===== src/rtl/sram_read_streamer_if.sv =====
// Command and stream bundle for sram_read_streamer.
//   cmd_*    : burst command (start address, word count), valid/ready handshake.
//   stream_* : returned read words, valid/ready handshake with last flag.
// Optional macro SRAM_STREAM_STRIDE_EN adds cmd_stride_i (address step per word).
// Modports: master = command producer / stream consumer, slave = the streamer.
interface sram_read_streamer_if #(
  parameter int unsigned ADDR_W  = 11,
  parameter int unsigned LEN_W   = 12,
  parameter int unsigned NUM_BIT = 32
);
  logic               cmd_valid_i;
  logic               cmd_ready_o;
  logic [ADDR_W-1:0]  cmd_addr_i;
  logic [LEN_W-1:0]   cmd_len_i;
`ifdef SRAM_STREAM_STRIDE_EN
  logic [ADDR_W-1:0]  cmd_stride_i;
`endif
  logic               stream_valid_o;
  logic               stream_ready_i;
  logic [NUM_BIT-1:0] stream_data_o;
  logic               stream_last_o;

`ifdef SRAM_STREAM_STRIDE_EN
  modport master (
    output cmd_valid_i, cmd_addr_i, cmd_len_i, cmd_stride_i, stream_ready_i,
    input  cmd_ready_o, stream_valid_o, stream_data_o, stream_last_o
  );
  modport slave (
    input  cmd_valid_i, cmd_addr_i, cmd_len_i, cmd_stride_i, stream_ready_i,
    output cmd_ready_o, stream_valid_o, stream_data_o, stream_last_o
  );
`else
  modport master (
    output cmd_valid_i, cmd_addr_i, cmd_len_i, stream_ready_i,
    input  cmd_ready_o, stream_valid_o, stream_data_o, stream_last_o
  );
  modport slave (
    input  cmd_valid_i, cmd_addr_i, cmd_len_i, stream_ready_i,
    output cmd_ready_o, stream_valid_o, stream_data_o, stream_last_o
  );
`endif
endinterface


===== src/rtl/sram_read_streamer.sv =====
// Read-side front end for a single-port SRAM macro (default 2048x32).
// Takes a burst command, issues one read per cycle through the active-low
// CEB/WEB/A pins, absorbs the 1-cycle read latency and returns the words as a
// valid/ready stream with a last flag. A small output FIFO plus a credit check
// gives full backpressure without ever dropping a word already in flight.
//
// Ports:
//   CLK, RST    clock, asynchronous active-high reset
//   bus         sram_read_streamer_if.slave (cmd_* in, stream_* out)
//   busy_o      burst in progress (ISSUE/DRAIN/DONE)
//   done_o      one-cycle pulse when a burst completes
//   CEB/WEB/A/D SRAM control, address and (tied-off) write data
//   Q           SRAM read data, valid the cycle after CEB=0
//
// Optional feature: define SRAM_STREAM_STRIDE_EN to enable bus.cmd_stride_i;
// otherwise the address step is fixed at 1.
module sram_read_streamer #(
  parameter int unsigned  NUM_WORD   = 2048,
  parameter int unsigned  NUM_BIT    = 32,
  parameter int unsigned  LEN_W      = 12,
  parameter int unsigned  FIFO_DEPTH = 2,
  localparam int unsigned ADDR_W     = $clog2(NUM_WORD)
) (
  input  logic                CLK,
  input  logic                RST,
  sram_read_streamer_if.slave bus,
  output logic                busy_o,
  output logic                done_o,
  output logic                CEB,
  output logic                WEB,
  output logic [ADDR_W-1:0]   A,
  output logic [NUM_BIT-1:0]  D,
  input  logic [NUM_BIT-1:0]  Q
);

  localparam int unsigned PTR_W = $clog2(FIFO_DEPTH);
  localparam int unsigned CNT_W = $clog2(FIFO_DEPTH + 1);
  localparam logic [CNT_W:0]  DEPTH_LIM    = (CNT_W + 1)'(FIFO_DEPTH);
  localparam logic [ADDR_W:0] NUM_WORD_LIM = (ADDR_W + 1)'(NUM_WORD);

  typedef enum logic [1:0] {StIdle, StIssue, StDrain, StDone} state_e;

  state_e              state_q;
  logic [ADDR_W-1:0]   addr_q;
  logic [LEN_W-1:0]    issue_rem_q;  // reads still to issue
  logic [LEN_W-1:0]    out_rem_q;    // words still to hand to the consumer
  logic                pending_q;    // a read was issued last cycle; Q is valid now
  logic [ADDR_W-1:0]   stride;

  logic [NUM_BIT-1:0]  fifo_mem_q [FIFO_DEPTH];
  logic [PTR_W-1:0]    wr_ptr_q;
  logic [PTR_W-1:0]    rd_ptr_q;
  logic [CNT_W-1:0]    fifo_cnt_q;

  logic                stream_valid;
  logic                pop;
  logic                issue;
  logic [CNT_W:0]      outstanding;
  logic [ADDR_W:0]     addr_sum;
  logic [ADDR_W-1:0]   addr_next;

`ifdef SRAM_STREAM_STRIDE_EN
  logic [ADDR_W-1:0]   stride_q;
  assign stride = stride_q;
`else
  assign stride = ADDR_W'(1);
`endif

  always_comb begin
    stream_valid = (fifo_cnt_q != '0);
    pop          = stream_valid & bus.stream_ready_i;
    // Buffered words plus the read landing this cycle, minus the word leaving.
    // Issuing only below FIFO_DEPTH guarantees every in-flight Q has a slot.
    outstanding  = {1'b0, fifo_cnt_q} + (CNT_W + 1)'(pending_q) - (CNT_W + 1)'(pop);
    issue        = (state_q == StIssue) && (outstanding < DEPTH_LIM);
    addr_sum     = {1'b0, addr_q} + {1'b0, stride};
    addr_next    = addr_sum[ADDR_W-1:0];
    if (addr_sum >= NUM_WORD_LIM) begin
      addr_next = ADDR_W'(addr_sum - NUM_WORD_LIM);
    end
  end

  // Burst control FSM.
  always_ff @(posedge CLK or posedge RST) begin
    if (RST) begin
      state_q     <= StIdle;
      addr_q      <= '0;
      issue_rem_q <= '0;
      out_rem_q   <= '0;
      pending_q   <= 1'b0;
`ifdef SRAM_STREAM_STRIDE_EN
      stride_q    <= '0;
`endif
    end else begin
      pending_q <= issue;
      if (pop) begin
        out_rem_q <= out_rem_q - LEN_W'(1);
      end
      unique case (state_q)
        StIdle: begin
          if (bus.cmd_valid_i) begin
            addr_q      <= bus.cmd_addr_i;
            issue_rem_q <= bus.cmd_len_i;
            out_rem_q   <= bus.cmd_len_i;
`ifdef SRAM_STREAM_STRIDE_EN
            stride_q    <= bus.cmd_stride_i;
`endif
            state_q     <= (bus.cmd_len_i == '0) ? StDone : StIssue;
          end
        end
        StIssue: begin
          if (issue) begin
            addr_q      <= addr_next;
            issue_rem_q <= issue_rem_q - LEN_W'(1);
            if (issue_rem_q == LEN_W'(1)) begin
              state_q <= StDrain;
            end
          end
        end
        StDrain: begin
          if (pop && (out_rem_q == LEN_W'(1))) begin
            state_q <= StDone;
          end
        end
        StDone: begin
          state_q <= StIdle;
        end
        default: state_q <= StIdle;
      endcase
    end
  end

  // Output FIFO: pushed from Q only in the cycle after an issue.
  always_ff @(posedge CLK or posedge RST) begin
    if (RST) begin
      for (int i = 0; i < int'(FIFO_DEPTH); i++) begin
        fifo_mem_q[i] <= '0;
      end
      wr_ptr_q   <= '0;
      rd_ptr_q   <= '0;
      fifo_cnt_q <= '0;
    end else begin
      if (pending_q) begin
        fifo_mem_q[wr_ptr_q] <= Q;
        wr_ptr_q <= (wr_ptr_q == PTR_W'(FIFO_DEPTH - 1)) ? '0 : wr_ptr_q + PTR_W'(1);
      end
      if (pop) begin
        rd_ptr_q <= (rd_ptr_q == PTR_W'(FIFO_DEPTH - 1)) ? '0 : rd_ptr_q + PTR_W'(1);
      end
      unique case ({pending_q, pop})
        2'b10:   fifo_cnt_q <= fifo_cnt_q + CNT_W'(1);
        2'b01:   fifo_cnt_q <= fifo_cnt_q - CNT_W'(1);
        default: fifo_cnt_q <= fifo_cnt_q;
      endcase
    end
  end

  assign bus.cmd_ready_o    = (state_q == StIdle);
  assign bus.stream_valid_o = stream_valid;
  assign bus.stream_data_o  = fifo_mem_q[rd_ptr_q];
  assign bus.stream_last_o  = stream_valid && (out_rem_q == LEN_W'(1));
  assign busy_o             = (state_q != StIdle);
  assign done_o             = (state_q == StDone);
  assign CEB                = ~issue;
  assign WEB                = 1'b1;
  assign A                  = addr_q;
  assign D                  = '0;

endmodule


===== src/flat_wrapper.sv =====
// flat-port wrapper written by rule: the top's interface ports become plain ports
module sram_read_streamer_flat 
#(
  parameter int unsigned  NUM_WORD   = 2048,
  parameter int unsigned  NUM_BIT    = 32,
  parameter int unsigned  LEN_W      = 12,
  parameter int unsigned  FIFO_DEPTH = 2,
  localparam int unsigned ADDR_W     = $clog2(NUM_WORD)
)
  (CLK, RST, busy_o, done_o, CEB, WEB, A, D, Q, bus_cmd_valid_i, bus_cmd_addr_i, bus_cmd_len_i, bus_stream_ready_i, bus_cmd_ready_o, bus_stream_valid_o, bus_stream_data_o, bus_stream_last_o);
  sram_read_streamer_if #(.ADDR_W(11), .LEN_W(LEN_W), .NUM_BIT(NUM_BIT)) bus_i ();
  input  logic CLK;
  input  logic RST;
  output logic busy_o;
  output logic done_o;
  output logic CEB;
  output logic WEB;
  output logic [ADDR_W-1:0] A;
  output logic [NUM_BIT-1:0] D;
  input  logic [NUM_BIT-1:0] Q;
  input wire logic [$bits(bus_i.cmd_valid_i)-1:0] bus_cmd_valid_i;
  input wire logic [$bits(bus_i.cmd_addr_i)-1:0] bus_cmd_addr_i;
  input wire logic [$bits(bus_i.cmd_len_i)-1:0] bus_cmd_len_i;
  input wire logic [$bits(bus_i.stream_ready_i)-1:0] bus_stream_ready_i;
  output wire logic [$bits(bus_i.cmd_ready_o)-1:0] bus_cmd_ready_o;
  output wire logic [$bits(bus_i.stream_valid_o)-1:0] bus_stream_valid_o;
  output wire logic [$bits(bus_i.stream_data_o)-1:0] bus_stream_data_o;
  output wire logic [$bits(bus_i.stream_last_o)-1:0] bus_stream_last_o;
  assign bus_i.cmd_valid_i = bus_cmd_valid_i;
  assign bus_i.cmd_addr_i = bus_cmd_addr_i;
  assign bus_i.cmd_len_i = bus_cmd_len_i;
  assign bus_i.stream_ready_i = bus_stream_ready_i;
  assign bus_cmd_ready_o = bus_i.cmd_ready_o;
  assign bus_stream_valid_o = bus_i.stream_valid_o;
  assign bus_stream_data_o = bus_i.stream_data_o;
  assign bus_stream_last_o = bus_i.stream_last_o;
  sram_read_streamer #(.NUM_WORD(NUM_WORD), .NUM_BIT(NUM_BIT), .LEN_W(LEN_W), .FIFO_DEPTH(FIFO_DEPTH)) u_core (.CLK(CLK), .RST(RST), .bus(bus_i), .busy_o(busy_o), .done_o(done_o), .CEB(CEB), .WEB(WEB), .A(A), .D(D), .Q(Q));
endmodule

===== config.mk =====
export PLATFORM = sky130hd
export DESIGN_NAME = sram_read_streamer_flat
export DESIGN_NICKNAME = d
export VERILOG_FILES = /design/src/rtl/sram_read_streamer_if.sv /design/src/rtl/sram_read_streamer.sv /design/src/flat_wrapper.sv
export SDC_FILE = /design/constraint.sdc
export NUM_CORES = 1
export LEC_CHECK = 0
export ABC_AREA = 1
export ABC_CLOCK_PERIOD_IN_PS = 9400
export BUFFER_PORTS_ARGS = -buffer_cell sky130_fd_sc_hd__buf_2
export CELL_PAD_IN_SITES_DETAIL_PLACEMENT = 1
export CELL_PAD_IN_SITES_GLOBAL_PLACEMENT = 2
export CORE_UTILIZATION = 33
export DETAILED_ROUTE_END_ITERATION = 8
export PLACE_DENSITY = 0.9
export SYNTH_ARGS = -nofsm -noshare
export SYNTH_HDL_FRONTEND = slang
export SYNTH_SLANG_ARGS = --single-unit

===== constraint.sdc =====
create_clock -name CLK -period 9.4 [get_ports CLK]
set_input_delay 0.94 -clock CLK [delete_from_list [all_inputs] [get_ports CLK]]
set_output_delay 0.94 -clock CLK [all_outputs]
set_load 0.05 [all_outputs]

## Word level (Yosys, flattened, before mapping)

Index checks and enable logic that the tools add are counted.

- Logic and storage cells: 77
- Register bits: 106
- Input port bits: 59

- Add/sub/neg operators: 10
- Bitwise logic cells: 4
- Reductions and logical operators: 12
- Order comparisons: 5
- Multiplexer cells: 25
- Eq/ne operators: 11

Operators by type and width:

| kind | number |
|---|---|
| $mux 32 | 4 |
| $bwmux 64 | 1 |
| $mux 12 | 5 |
| $mux 11 | 3 |
| $demux 32 s1 | 1 |
| $eq 12x1->1 const B | 2 |
| $pmux 12 s2 | 1 |
| $sub 12x1->12 const B | 2 |
| $pmux 11 s2 | 1 |
| $add 11x1->12 const B | 1 |
| $ge 12x12->1 const B | 1 |
| $logic_not 12->1 | 1 |
| $sub 11x1->11 const B | 1 |
| $mux 2 | 5 |
| $pmux 2 s4 | 1 |
| $reduce_bool 2->1 | 4 |
| $eq 2x2->1 const B | 3 |
| $eq 2x1->1 const B | 2 |
| $ge 2x2->1 const B | 2 |
| $logic_and 1x1->1 | 4 |
| $ne 2x1->1 const B | 2 |
| $ne 2x2->1 const B | 2 |
| $not 1->2 | 2 |
| $pmux 2 s2 | 1 |
| 13 further kinds | 15 |

## Longest topological paths before layout

- Depth after elaboration: 7
- Mapped depth: 16
- Mapped depth without buffers: 15

## Worst setup path before layout

OpenSTA, ideal clock, no wires.

- Path type: input to output
- From: input port bus_stream_ready_i
- To: output port CEB
- Stages: 9
- Path slack: 6.019 ns
- Data arrival time: 2.441 ns
- Required time: 8.460 ns
- Cell sequence: inv_1 > nor2_4 > nor2_1 > or2_4 > nand2_1 > fa_1 > nand3_2 > nor2_1 > inv_1

- Word-level cells in the longest chain between the ends: 5

Ends and longest elaborated chain:

| item | line | text |
|---|---|---|
| start, declared | flat_wrapper.sv:24 | `input wire logic [$bits(bus_i.stream_ready_i)-1:0] bus_stream_ready_i;` |
| $and 1x1->1 | sram_read_streamer.sv:71 | `pop = stream_valid & bus.stream_ready_i;` |
| $sub 3x1->3 | sram_read_streamer.sv:74 | `outstanding = {1'b0, fifo_cnt_q} + (CNT_W + 1)'(pending_q) - (CNT_W + 1)'(pop);` |
| $lt 3x2->1 | sram_read_streamer.sv:75 | `issue = (state_q == StIssue) && (outstanding < DEPTH_LIM);` |
| $logic_and 1x1->1 | sram_read_streamer.sv:75 |  |
| named net u_core.issue | sram_read_streamer.sv:57 | `logic issue;` |
| $not 1->1 | sram_read_streamer.sv:164 | `assign CEB = ~issue;` |
| end, declared | flat_wrapper.sv:16 | `output logic CEB;` |

The timed path passes the listed nets, and every way through them passes these cells.

## Worst setup path after layout

Same ends and word-level chain as after synthesis.

==> results.cfg <==
[sta]
relSlewSlack_pct = 27.6
setup_viol = 0
finalClockSkew_ns = 0.00637
finalSetupTns_ns = 0
worstMarginPinSlew_ns = 1.08
clock.fmax_ghz = 0.270
hold_viol_final = 0
drv_slew = 0
period_share_pct = 39.3
timing.final.crit_period_ns = 3.70
rsz0062_at_grt = false

[yosys]
synth_area_leaders = dfrtp_1 45%, nand2_1 13%, mux2_2 6.1%, inv_1 5.0%, o21ai_0 4.6%
postSynthAreaPerCell_um2 = 7.99
synthesis.area_um2 = 5900
yosysWarnings = 0
synthCells = 738
synth_most_common_cell = nand2_1
ys_types = 39
synth-async-reset-ratio_pct = 100
synth_common_cells = 197 x nand2_1, 106 x dfrtp_1, 78 x inv_1
yosys_register_bits = 106
synth_edf_count = 0
synth_top_area_cell = dfrtp_1
ys_seq_area_share_pct = 45.0
netlist.area_leader.share_pct = 45.0
synth_top_flop_cell = dfrtp_1

[layout]
num_antenna_cells = 0
area_growth_pct = 14.6
drive_gt1_share_pct = 21.7
layout.nets = 900
postLayoutCoreUtil_pct = 38.9
final_area_um2 = 6760

[run]
drv_cap = 0

[die]
die_y_um = 136
core_area_um2 = 17400
die_x_um = 136
start_util_pct = 34.0
die_area_um2 = 18400
io_pins = 141
num_rows = 48

[detailed_routing]
drt_iter0_drc = 189
drt_wl_total_um = 14900
vias = 4909
ant_nets = 0
drcViolationCount = 0
wl_per_cell_um = 14.0
viasPerCell = 4.63
drt_pass1_iterations = 4

[power_and_ir_drop]
power_density_nw_per_um2 = 423
leakage_nw = 3.55
total_power_mw = 2.86
ir_drop_mv = 0.218

[cts]
clkTransAtPathRegs_ns = 0.08
numCtsBuffers = 9
cts_resized = 0
ctsRootBufferMaster = clkbuf_16
hold_buffers = 0
cts_buffer_depth = 2
htreeDepth = 3
post_cts_buffers = 0
clock-sinks = 106
cts_tree = yes
clock_latency_ns = 0.35

[critical_path]
r2r-start = u_core.fifo_cnt_q[1]
cp.required_ns = 8.46
critPathLaunch = bus_stream_ready_i
r2r-end = u_core.A[2]
cp-end-kind = output pin
r2r_setup_slack_ns = 6.48
endpoint = CEB
worstPathArrival_ns = 2.76
path_class = input pin to output pin
path_max_fanout = 6
critPathLaunchType = input pin
reg2reg_depth = 12

[worst_hold_path]
hp-class = flop to flop

[grt]
grt_max_degree = 72
antenna_found_initial = 0
overflow = 0
grt_pass1_vias = 4885
grt_use_total_pct = 16.7
grt_first_pass_wirelength_um = 24200

[place]
gp_congestion = 0.792
io_buffers = 107
place_area_um2 = 6450
hpwl_um = 10500

[run_status]
status = completed
[metal layers]
metal	share of wire, %	vias to the layer above	GRT usage, %
met5	0	-	0
met4	1.2	0	5.24
met3	3.5	14	2.32
met2	46	99	26.6
met1	50	2338	23.2
li1	-	2458	-
[stage by stage]
step           hold slack (ns)  cells  setup WS (ns)
2_1_floorplan            0.448    769           5.67
3_3_place_gp             0.461   1045           5.73
3_5_place_dp             0.467   1045           5.67
4_1_cts                  0.478   1061           5.67
5_1_grt                  0.486   1061           5.53
6_report                 0.481   1061           5.70
[worst max-delay path, cell delays in order]
cell and delay (ns):
buf_2 0.12, inv_1 0.07, nor2_4 0.21, inv_4 0.08, nor2_4 0.10, or2_4 0.14
nand2_1 0.06, fa_1 0.50, nand3_2 0.10, nor2_1 0.17, inv_1 0.05, buf_2 0.21
[registers in the layout (all words and copies together) (netlist names)]
| signal | count |
|---|---|
| u_core.A | 11 |
| u_core.fifo_cnt_q | 2 |
| u_core.fifo_mem_q | 64 |
| u_core.issue_rem_q | 12 |
| u_core.out_rem_q | 12 |
| u_core.pending_q | 1 |
| u_core.rd_ptr_q | 1 |
| u_core.state_q | 2 |
| u_core.wr_ptr_q | 1 |
[cell usage in the layout, fill, tap and decap left out, types with 5 or more instances in the layout]
cell type,netlist,final
a31oi_1,5,5
nand2_1,197,196
nand4_1,7,7
o21ai_0,54,54
nor2_1,69,69
clkbuf_16,0,9
inv_1,78,77
o21ai_1,38,38
mux2_2,32,32
inv_2,5,5
dfrtp_1,106,106
a21oi_1,14,14
nand3_1,30,30
buf_2,10,107
ha_1,9,9
conb_1,2,33
[cell families (layout without fill, tap and decap cells)]
group / after synthesis / after routing / share of synthesized area (%)
and+or+nand+nor: 319 / 319 / 22.6
buffers and inverters: 144 / 211 / 12.4
AOI/OAI and AO/OA: 118 / 118 / 10.5
DFF: 106 / 106 / 45.0
muxes: 32 / 32 / 6.11
adders and majority gates: 10 / 10 / 2.25
xor gates and xnor gates: 7 / 7 / 1.04
other: 2 / 33 / 0.127
[worst min-delay path by stage]
stage / cells after the start / start / slack [ns] / to
2_1_floorplan: 2 / u_core.fifo_mem_q[0] / 0.45 / u_core.fifo_mem_q[0]
3_3_place_gp: 2 / u_core.fifo_mem_q[0] / 0.46 / u_core.fifo_mem_q[0]
3_5_place_dp: 1 / u_core.rd_ptr_q / 0.47 / u_core.rd_ptr_q
4_1_cts: 1 / u_core.rd_ptr_q / 0.48 / u_core.rd_ptr_q
5_1_grt: 1 / u_core.rd_ptr_q / 0.49 / u_core.rd_ptr_q
6_report: 1 / u_core.rd_ptr_q / 0.48 / u_core.rd_ptr_q
[where the power goes]
part / total, mW / internal (mW) / switching (mW)
logic: 1.62 / 0.466 / 1.16
registers: 0.843 / 0.689 / 0.154
clock network: 0.393 / 0.209 / 0.184
total: 2.86 / 1.36 / 1.50
[area by class of cell]
class | count | area, um^2
Timing Repair Buffer | 111 | 566
Fill cell | 2183 | 10600
Sequential cell | 106 | 2650
Clock inverter | 7 | 77.6
Multi-Input combinational cell | 519 | 2630
Tap cell | 225 | 282
Clock buffer | 9 | 225
Inverter | 84 | 320
Power figures use the tool's default switching activity.
